<file path="src/rtl/tjmono_pkg.sv">
// Shared types and field widths for the TJ-Monopix style hit transmitter.
package tjmono_pkg;

  localparam int COL_W             = 6;
  localparam int ROW_W             = 9;
  localparam int TS_W              = 6;
  localparam int WORD_BITS_DEFAULT = COL_W + ROW_W + 2 * TS_W;

  typedef enum logic [1:0] {
    IDLE   = 2'd0,
    FROZEN = 2'd1,
    LOAD   = 2'd2,
    SHIFT  = 2'd3
  } state_t;

  typedef struct packed {
    logic [COL_W-1:0] col;
    logic [ROW_W-1:0] row;
    logic [TS_W-1:0]  le;
    logic [TS_W-1:0]  te;
  } hit_t;

endpackage

</file>
<file path="src/rtl/sync_fifo_fwft.sv">
// First-word-fall-through synchronous FIFO; rdata shows the head word combinationally.
// Push is ignored when full, pop is ignored when empty.
module sync_fifo_fwft #(
  parameter int DEPTH = 16,
  parameter int WIDTH = 27
) (
  input  logic                       clk,
  input  logic                       rst,
  input  logic                       push,
  input  logic                       pop,
  input  logic [WIDTH-1:0]           wdata,
  output logic [WIDTH-1:0]           rdata,
  output logic                       full,
  output logic                       empty,
  output logic [$clog2(DEPTH):0]     count
);

  localparam int AW = $clog2(DEPTH);

  logic [WIDTH-1:0] mem [DEPTH];
  logic [AW-1:0]    wr_ptr_q, rd_ptr_q;
  logic [AW:0]      count_q;
  logic             push_ok, pop_ok;

  assign full    = (count_q == (AW+1)'(DEPTH));
  assign empty   = (count_q == '0);
  assign count   = count_q;
  assign rdata   = mem[rd_ptr_q];
  assign push_ok = push & ~full;
  assign pop_ok  = pop & ~empty;

  // Pointers are AW bits wide, so they wrap modulo DEPTH on their own.
  always_ff @(posedge clk) begin
    if (rst) begin
      wr_ptr_q <= '0;
      rd_ptr_q <= '0;
      count_q  <= '0;
    end else begin
      if (push_ok) wr_ptr_q <= wr_ptr_q + 1'b1;
      if (pop_ok)  rd_ptr_q <= rd_ptr_q + 1'b1;
      if (push_ok && !pop_ok)      count_q <= count_q + 1'b1;
      else if (!push_ok && pop_ok) count_q <= count_q - 1'b1;
    end
  end

  always_ff @(posedge clk) begin
    if (push_ok) mem[wr_ptr_q] <= wdata;
  end

endmodule

</file>
<file path="src/rtl/tjmono_hit_tx.sv">
// Hit buffer plus freeze/read serialiser: words are sent MSB first, 2 cycles after an accepted READ.
// HIT_READY drops while the FIFO is full; READs outside FROZEN (or with nothing frozen) are counted and ignored.
module tjmono_hit_tx
  import tjmono_pkg::*;
#(
  parameter int FIFO_DEPTH = 16,
  parameter int WORD_BITS  = WORD_BITS_DEFAULT
) (
  input  logic                          CLK,
  input  logic                          RST,
  input  logic [WORD_BITS-1:0]          HIT_DATA,
  input  logic                          HIT_VALID,
  output logic                          HIT_READY,
  input  logic                          FREEZE,
  input  logic                          READ,
  output logic                          TOKEN,
  output logic                          DATA_OUT,
  output logic [7:0]                    READ_ERR_CNT,
  output logic [$clog2(FIFO_DEPTH):0]   FIFO_COUNT
);

  localparam int CW = $clog2(FIFO_DEPTH) + 1;
  localparam int BW = $clog2(WORD_BITS);

  state_t               state_q, state_d;
  logic                 freeze_q;
  logic [CW-1:0]        frozen_cnt_q, frozen_cnt_d;
  logic [WORD_BITS-1:0] sr_q, sr_d;
  logic [BW-1:0]        bit_cnt_q, bit_cnt_d;
  logic [7:0]           err_q, err_d;
  logic                 token_q, token_d;
  logic                 hit_ready_q, hit_ready_d;

  logic                 push, pop, full, empty, latch, read_ok;
  logic [WORD_BITS-1:0] rdata;
  logic [CW-1:0]        count_nxt;

  sync_fifo_fwft #(
    .DEPTH (FIFO_DEPTH),
    .WIDTH (WORD_BITS)
  ) u_fifo (
    .clk   (CLK),
    .rst   (RST),
    .push  (push),
    .pop   (pop),
    .wdata (HIT_DATA),
    .rdata (rdata),
    .full  (full),
    .empty (empty),
    .count (FIFO_COUNT)
  );

  assign push  = HIT_VALID & hit_ready_q;
  assign pop   = (state_q == LOAD);
  // freeze_q tracks FREEZE even in reset so a level held across reset release is not an edge.
  assign latch = (state_q == IDLE) & FREEZE & ~freeze_q;

  // Ready is registered from the next occupancy, so it always equals !full of the current cycle.
  assign count_nxt   = FIFO_COUNT + CW'(push & ~full) - CW'(pop & ~empty);
  assign hit_ready_d = (count_nxt != CW'(FIFO_DEPTH));

  always_comb begin
    state_d      = state_q;
    frozen_cnt_d = frozen_cnt_q;
    sr_d         = sr_q;
    bit_cnt_d    = bit_cnt_q;
    read_ok      = 1'b0;
    case (state_q)
      IDLE: begin
        if (latch) begin
          state_d      = FROZEN;
          frozen_cnt_d = FIFO_COUNT;
        end
      end
      FROZEN: begin
        if (!FREEZE) begin
          state_d = IDLE;
        end else if (READ && frozen_cnt_q != '0) begin
          read_ok = 1'b1;
          state_d = LOAD;
        end
      end
      LOAD: begin
        sr_d         = rdata;
        frozen_cnt_d = frozen_cnt_q - 1'b1;
        bit_cnt_d    = '0;
        state_d      = SHIFT;
      end
      SHIFT: begin
        sr_d = sr_q << 1;
        if (bit_cnt_q == BW'(WORD_BITS - 1)) state_d = FREEZE ? FROZEN : IDLE;
        else                                 bit_cnt_d = bit_cnt_q + 1'b1;
      end
      default: state_d = IDLE;
    endcase

    err_d = err_q;
    if (READ && !read_ok && err_q != 8'hFF) err_d = err_q + 1'b1;

    token_d = FREEZE ? ((latch ? FIFO_COUNT : frozen_cnt_q) != '0) : ~empty;
  end

  always_ff @(posedge CLK) begin
    freeze_q <= FREEZE;
    if (RST) begin
      state_q      <= IDLE;
      frozen_cnt_q <= '0;
      sr_q         <= '0;
      bit_cnt_q    <= '0;
      err_q        <= '0;
      token_q      <= 1'b0;
      hit_ready_q  <= 1'b0;
    end else begin
      state_q      <= state_d;
      frozen_cnt_q <= frozen_cnt_d;
      sr_q         <= sr_d;
      bit_cnt_q    <= bit_cnt_d;
      err_q        <= err_d;
      token_q      <= token_d;
      hit_ready_q  <= hit_ready_d;
    end
  end

  assign HIT_READY    = hit_ready_q;
  assign TOKEN        = token_q;
  assign READ_ERR_CNT = err_q;
  assign DATA_OUT     = (state_q == SHIFT) & sr_q[WORD_BITS-1];

endmodule

</file>
<file path="config.mk">
export PLATFORM = sky130hd
export DESIGN_NAME = tjmono_hit_tx
export DESIGN_NICKNAME = d
export VERILOG_FILES = /design/src/rtl/tjmono_pkg.sv /design/src/rtl/sync_fifo_fwft.sv /design/src/rtl/tjmono_hit_tx.sv
export SDC_FILE = /design/constraint.sdc
export NUM_CORES = 1
export LEC_CHECK = 0
export ABC_CLOCK_PERIOD_IN_PS = 4700
export CAP_MARGIN = 40
export CELL_PAD_IN_SITES_DETAIL_PLACEMENT = 1
export CELL_PAD_IN_SITES_GLOBAL_PLACEMENT = 2
export CORE_MARGIN = 2
export CORE_UTILIZATION = 48
export CTS_CLUSTER_DIAMETER = 80
export CTS_CLUSTER_SIZE = 14
export DETAILED_ROUTE_END_ITERATION = 7
export PLACE_DENSITY_LB_ADDON = 0.12
export SETUP_SLACK_MARGIN = 0.3
export SKIP_CTS_REPAIR_TIMING = 1
export SYNTH_ARGS = -nofsm -noshare
export SYNTH_HDL_FRONTEND = slang
export SYNTH_SLANG_ARGS = --single-unit
</file>
<file path="constraint.sdc">
create_clock -name CLK -period 4.7 [get_ports CLK]
set_input_delay 1.175 -clock CLK [delete_from_list [all_inputs] [get_ports CLK]]
set_output_delay 1.175 -clock CLK [all_outputs]
set_load 0.05 [all_outputs]
</file>
# After elaboration in Yosys (flattened, before gate mapping)
# Memories as Yosys holds them, arrays and structs flattened. A register that Yosys moved wholly into a read port is not among the register bits.
# Cells that the tools add are included.
# W data, S select, Z words.
dict set report totals {
  register_bits 63
  ramBits 432
  output_inout_bits 16
  wordCells 83
  n_memories 1
}
# name depth width read_ports rd_ports_with_merged_regs write_ports line_no
set memory_table {}
lappend memory_table {u_fifo.mem 16 27 1 1 1 sync_fifo_fwft.sv:20} ;# logic [WIDTH-1:0] mem [DEPTH];
dict set report op_classes {
  addsub 9
  n_eq_ne 11
  mux 21
  n_bitwise 13
  n_reduce_logical 17
}
# operator n
set ops {}
lappend ops {{$pmux W27 S2} 1}
lappend ops {{$mux W5} 4}
lappend ops {{$pmux W5 S2} 2}
lappend ops {{$add A5 B1 Y5 const B} 2}
lappend ops {{$and A1 B5 Y5} 2}
lappend ops {{$eq A5 B5 Y1 const B} 2}
lappend ops {{$not A1 Y5} 2}
lappend ops {{$reduce_bool A5 Y1} 2}
lappend ops {{$sub A5 B1 Y5 const B} 2}
lappend ops {{$add A4 B1 Y4 const B} 2}
lappend ops {{$add A8 B1 Y8 const B} 1}
lappend ops {{$mux W2} 4}
lappend ops {{$mux W4} 2}
lappend ops {{$ne A8 B8 Y1 const B} 1}
lappend ops {{$pmux W2 S4} 1}
lappend ops {{$mux W1} 7}
lappend ops {{$and A1 B1 Y1} 6}
lappend ops {{$ne A2 B2 Y1 const B} 3}
lappend ops {{$reduce_bool A2 Y1} 3}
lappend ops {{$add A5 B5 Y5} 1}
lappend ops {{$logic_and A1 B1 Y1} 5}
lappend ops {{$logic_not A5 Y1} 1}
lappend ops {{$ne A5 B5 Y1 const B} 1}
lappend ops {{$sub A5 B5 Y5} 1}
lappend ops {{other kinds (8)} 13}

# Logic depth before layout (Yosys ltp)
dict set report logic_depth {
  word_depth 8
  mapped_depth 12
  mapped_depth_nobuf 12
}

# By module
# A second synthesis with hierarchy kept.
dict set report unflattened {
  cells_unflattened 1062
  hier_area_um2 19597.5
}
# mod n_inst cells_each area_each_um2
set modules_own_cells {}
lappend modules_own_cells {sync_fifo_fwft 1 771 17032.6}
lappend modules_own_cells {tjmono_hit_tx 1 291 2565.0}

# Worst setup path before layout
# OpenSTA, ideal clock, no wires.
dict set report synth_path {
  path_kind {reg2reg}
  start {register u_fifo.count_q[2], in the netlist u_fifo.count[2]}
  end {memory u_fifo.mem[2][0] (enable)}
  setup_ns 0.445
  arrival_ns 3.630
  required_time_ns 4.255
  slack_ns 0.626
  path_stages_with_launch 7
  n_path_buf 0
  cell_sequence {dfxtp_1 inv_1 ha_1 nor4bb_1 nor2_1 nand2_1 nor3_1}
}
dict set report synth_via {
  elab_chain_cells 5
}
# item line_no
set synth_rtl {}
lappend synth_rtl {{start: declaration} sync_fifo_fwft.sv:22} ;# logic [AW:0] count_q;
lappend synth_rtl {{start signal: assignment} sync_fifo_fwft.sv:41} ;# if (push_ok && !pop_ok) count_q <= count_q + 1'b1;
lappend synth_rtl {{start signal: assignment} sync_fifo_fwft.sv:42} ;# else if (!push_ok && pop_ok) count_q <= count_q - 1'b1;
lappend synth_rtl {{$eq A5 B5 Y1} sync_fifo_fwft.sv:25} ;# assign full = (count_q == (AW+1)'(DEPTH));
lappend synth_rtl {{$not A1 Y1} sync_fifo_fwft.sv:29} ;# assign push_ok = push & ~full;
lappend synth_rtl {{$and A1 B1 Y1} sync_fifo_fwft.sv:29}
lappend synth_rtl {{named net u_fifo.push_ok} sync_fifo_fwft.sv:23} ;# logic push_ok, pop_ok;
lappend synth_rtl {{$mux W1} sync_fifo_fwft.sv:47} ;# if (push_ok) mem[wr_ptr_q] <= wdata;
lappend synth_rtl {{$mux W1 (not written as such)} sync_fifo_fwft.sv:47}
lappend synth_rtl {{end: declaration} sync_fifo_fwft.sv:20}
# The timed path passes the listed nets, and every way through them passes these cells.

# Final worst setup path
dict set report layout_path {
  start {register u_fifo.count_q[2], in the netlist u_fifo.count[2]}
  end {register u_fifo.count_q[4], in the netlist u_fifo.count[4]}
}
dict set report layout_via {
  elab_chain_cells 6
  elab_cells_between_ends 15
  cone_classes {add/sub: 2; eq/ne: 1; mux: 2; bitwise: 4; reduce/logical: 6}
}
# item
set layout_rtl {}
lappend layout_rtl {{branches (longest 6 deep; another with $sub A5 B1 Y5)}}
# Parallel ways; which one is timed is not known. The select of a mux whose other input is x is not followed.
# A chain may end at the register's enable or synchronous reset.

==> metrics.txt <==
# TYPE chip_impl_metric gauge
chip_impl_info{name="run_status",value="finished clean"} 1
chip_impl_metric{name="number_of_synthesized_flops_with_an_enable_pin",unit=""} 432
chip_impl_metric{name="crit_fanout",unit=""} 5
chip_impl_metric{name="initial_core_util",unit="%"} 48.57
chip_impl_metric{name="critPathRequiredTime",unit="ns"} 5.16
chip_impl_metric{name="worst_skew_pair.late_latency",unit="ns"} 0.58
chip_impl_info{name="crit_end",value="u_fifo.count[4]$_SDFFE_PP0P_"} 1
chip_impl_info{name="rsz_0062_raised_after_global_routing",value="false"} 1
chip_impl_metric{name="rows",unit=""} 74
chip_impl_metric{name="final_antenna_net_count",unit=""} 0
chip_impl_info{name="clk_root_buffer_cell",value="clkbuf_16"} 1
chip_impl_metric{name="cts_max_level",unit=""} 2
chip_impl_metric{name="setup_tns",unit="ns"} 0
chip_impl_metric{name="synth_cell_type_count",unit=""} 58
chip_impl_metric{name="die_boundary_width",unit="um"} 207.3
chip_impl_metric{name="setup_viol",unit=""} 0
chip_impl_info{name="synthFlopType",value="edfxtp_1"} 1
chip_impl_metric{name="cts_buffers",unit=""} 42
chip_impl_metric{name="grt_overflow",unit=""} 0
chip_impl_info{name="worstSetupStartpointType",value="flop"} 1
chip_impl_metric{name="grt_pass1_wl",unit="um"} 67150
chip_impl_metric{name="ys_async_sr_fraction",unit="%"} 0
chip_impl_metric{name="dp_hpwl",unit="um"} 24270
chip_impl_info{name="worstSetupEndpointType",value="flop"} 1
chip_impl_metric{name="worst_clock_skew",unit="ns"} 0.01793
chip_impl_metric{name="clkTransAtPathRegs",unit="ns"} 0.07
chip_impl_metric{name="place_congestion",unit=""} 0.7264
chip_impl_metric{name="max_rail_drop_vdd",unit="uV"} 283.8
chip_impl_metric{name="ff_latch_area",unit="um^2"} 14330
chip_impl_metric{name="final_layout_size_suffix_gt1_share",unit="%"} 18.95
chip_impl_metric{name="synth.cell_area",unit="um^2"} 19830
chip_impl_metric{name="post-route-drc-count",unit=""} 0
chip_impl_metric{name="max_freq",unit="GHz"} 0.3011
chip_impl_metric{name="initial_antenna_violation_count",unit=""} 0
chip_impl_metric{name="synthesis.yosys.warnings",unit=""} 0
chip_impl_info{name="reg2reg_to",value="u_fifo.count[4]$_SDFFE_PP0P_"} 1
chip_impl_metric{name="fillerInstances",unit=""} 3623
chip_impl_metric{name="multiInputGateArea",unit="um^2"} 5243
chip_impl_info{name="r2r_start",value="u_fifo.count[2]$_SDFFE_PP0P_"} 1
chip_impl_info{name="holdCritPathClass",value="reg -> reg"} 1
chip_impl_metric{name="post_synth.cell_area_avg",unit="um^2"} 18.55
chip_impl_metric{name="cellPowerDensity",unit="nW/um^2"} 417.6
chip_impl_metric{name="worst-endpoint-arrival",unit="ns"} 3.78
chip_impl_info{name="crit_path_start",value="u_fifo.count[2]$_SDFFE_PP0P_"} 1
chip_impl_metric{name="min_period_over_period",unit="%"} 70.67
chip_impl_metric{name="grtUsageTotal",unit="%"} 20.76
chip_impl_metric{name="slew_headroom",unit="%"} 41.00
chip_impl_metric{name="via_count_of_the_first_global_routing_pass",unit=""} 10701
chip_impl_metric{name="dr.pass1.iters",unit=""} 5
chip_impl_metric{name="die_area",unit="um^2"} 42960
chip_impl_metric{name="design.core.area",unit="um^2"} 40830
chip_impl_metric{name="fin_crit_period",unit="ns"} 3.322
chip_impl_metric{name="vias",unit=""} 10129
chip_impl_metric{name="io_buffers",unit=""} 47
chip_impl_metric{name="vias_per_cell",unit=""} 5.983
chip_impl_metric{name="synth-seq-area-share",unit="%"} 72.18
chip_impl_metric{name="timing.final.hold_violations",unit=""} 0
chip_impl_metric{name="floorplan.io_pins",unit=""} 48
chip_impl_metric{name="postSynthNetCount",unit=""} 1122
chip_impl_metric{name="clock_sink_count",unit=""} 499
chip_impl_info{name="cts_tree",value="done"} 1
chip_impl_metric{name="syn-instance-count",unit=""} 1069
chip_impl_metric{name="slew_viol_final",unit=""} 0
chip_impl_metric{name="nets",unit=""} 1180
chip_impl_metric{name="worst_slew_pin_slew",unit="ns"} 0.8850
chip_impl_info{name="timing.setup.critical_path_class",value="reg -> reg"} 1
chip_impl_metric{name="cts-root-to-sink-buffers",unit=""} 3
chip_impl_metric{name="floorplan.die.height",unit="um"} 207.3
chip_impl_metric{name="detail_route.wl_per_cell",unit="um"} 25.98
chip_impl_metric{name="drv.max_cap_violation_count",unit=""} 0
chip_impl_metric{name="r2r_setup_slk",unit="ns"} 1.38
chip_impl_metric{name="largest_net_degree_at_the_start_of_global_routing",unit=""} 65
chip_impl_metric{name="yosys_register_bits",unit=""} 499
chip_impl_metric{name="leakage",unit="nW"} 6.851
chip_impl_metric{name="initialDrtViolationCount",unit=""} 667
chip_impl_metric{name="n_antenna_cell",unit=""} 0
chip_impl_metric{name="fin_worst_hold_slack",unit="ns"} 0.4945
chip_impl_metric{name="drt_wl_total",unit="um"} 43990
chip_impl_metric{name="syn_to_final_growth",unit="%"} 12.61
chip_impl_metric{name="worst-r2r-cell-count",unit=""} 12
-- worst min-delay path by stage --
stage / cells past startpoint / slack (ns) / end / from
3_5_place_dp: 1 / 0.49 / sr_q[0]$_SDFFE_PP0P_ / sr_q[0]$_SDFFE_PP0P_
4_1_cts: 2 / 0.51 / bit_cnt_q[2]$_SDFFE_PP0P_ / bit_cnt_q[2]$_SDFFE_PP0P_
3_3_place_gp: 1 / 0.48 / sr_q[0]$_SDFFE_PP0P_ / sr_q[0]$_SDFFE_PP0P_
6_report: 2 / 0.49 / READ_ERR_CNT[7]$_SDFFE_PP0P_ / READ_ERR_CNT[7]$_SDFFE_PP0P_
5_1_grt: 2 / 0.54 / bit_cnt_q[0]$_SDFFE_PP0P_ / bit_cnt_q[0]$_SDFFE_PP0P_
2_1_floorplan: 2 / 0.46 / bit_cnt_q[2]$_SDFFE_PP0P_ / bit_cnt_q[2]$_SDFFE_PP0P_
-- cell usage after synthesis, types with 3 or more instances --
cell type | number | share of area, %
ha_1 | 19 | 1.2
edfxtp_1 | 432 | 65
nor2_1 | 40 | 0.76
o31ai_1 | 4 | 0.15
buf_2 | 14 | 0.35
a21oi_1 | 46 | 1.2
o22a_1 | 26 | 1.1
nor3_1 | 12 | 0.30
nand3_1 | 16 | 0.40
mux4_2 | 108 | 12
xnor2_1 | 6 | 0.26
a31oi_1 | 5 | 0.16
dfxtp_1 | 67 | 6.8
inv_1 | 15 | 0.28
nor2b_1 | 3 | 0.095
or4_1 | 3 | 0.11
nand2_1 | 18 | 0.34
xor2_1 | 7 | 0.31
mux2i_1 | 56 | 2.8
o21ai_0 | 36 | 0.91
and3_1 | 29 | 0.91
buf_4 | 7 | 0.26
mux2_2 | 3 | 0.17
buf_6 | 6 | 0.34
nand2b_1 | 3 | 0.095
or3_1 | 4 | 0.13
clkbuf_1 | 30 | 0.57
buf_1 | 7 | 0.13
a21o_1 | 4 | 0.15
or3b_2 | 3 | 0.13
-- layout by cell type, fill, tap and decap left out, drive strengths merged, types with 19 or more instances in the layout --
cell type / netlist / layout
o22a: 26 / 26
o21ai: 36 / 36
edfxtp: 432 / 432
dfxtp: 67 / 67
clkdlybuf4s50: 0 / 46
nor2: 40 / 40
and3: 29 / 29
mux2i: 56 / 56
mux4: 108 / 108
a21oi: 46 / 46
inv: 15 / 19
ha: 19 / 19
clkbuf: 30 / 74
buf: 34 / 32
-- metrics by stage --
| stage | std cells | utilization (%) | area, um^2 | power [mW] | worst slack (ns) |
|---|---|---|---|---|---|
| after global routing | 1693 | 54.69 | 22330 | 9.676 | 1.068 |
| final | 1693 | 54.69 | 22330 | 9.325 | 1.378 |
| after floorplan | 1069 | - | 19830 | 5.768 | 0.6256 |
| after detailed placement | 1615 | 51.63 | 21080 | 6.126 | 0.9741 |
| after global placement | 1613 | 51.55 | 21050 | 6.107 | 0.9732 |
| after CTS | 1693 | 54.69 | 22330 | 9.433 | 1.302 |
-- flip-flops by register name, summed over array words and instances, names as in the netlist, named ones only --
register and cells:
u_fifo.mem 432, sr_q 27, READ_ERR_CNT 8, bit_cnt_q 5
frozen_cnt_q 5, u_fifo.count 5, u_fifo.rd_ptr_q 4, u_fifo.wr_ptr_q 4
HIT_READY 1, TOKEN 1, freeze_q 1, state_q 1
-- layer usage --
metal / track usage [%] / part of all wire, % / vias up
li1: - / - / 4436
met1: 28.75 / 44 / 5417
met2: 34.47 / 50 / 217
met3: 3.555 / 4.0 / 59
met4: 5.369 / 1.8 / 0
met5: 0 / 0 / -
-- area by class of cell --
| type | instances | share of cell area, % |
|---|---|---|
| Inverter | 15 | 0.2521 |
| Multi-Input combinational cell | 491 | 23.48 |
| Timing Repair Buffer | 78 | 3.552 |
| Tap cell | 532 | 2.981 |
| Sequential cell | 499 | 64.15 |
| Clock buffer | 74 | 5.384 |
| Clock inverter | 4 | 0.2073 |
-- cells by family after synthesis --
| logic type | count (synthesis) | synth area share, % |
|---|---|---|
| DFF | 499 | 72.18 |
| xor gates and xnor gates | 13 | 0.5741 |
| adders and majority gates | 21 | 1.401 |
| AOI/OAI and AO/OA | 140 | 4.517 |
| and+or+nand+nor | 150 | 4.126 |
| buffers and inverters | 79 | 1.943 |
| muxes | 167 | 15.26 |
-- critical path, stage by stage, from the launching register on --
cell and delay [ns]:
dfxtp_1 0.36, inv_1 0.14, ha_1 0.21, nor4b_1 0.58, nor2_1 0.19, inv_1 0.14
ha_1 0.17, inv_1 0.11, fa_1 0.41, a21o_1 0.18, a21oi_1 0.16, mux2i_1 0.21
mux2_2 0.34
-- report_power, final --
group | total, mW | switching, mW | internal, mW | leakage, nW
combinational | 0.961 | 0.569 | 0.392 | 1.82
clock | 3.31 | 1.56 | 1.75 | 0.596
sequential | 5.05 | 0.104 | 4.95 | 4.44
total | 9.33 | 2.23 | 7.09 | 6.85
Note: power is estimated with default switching activity, not from simulation.
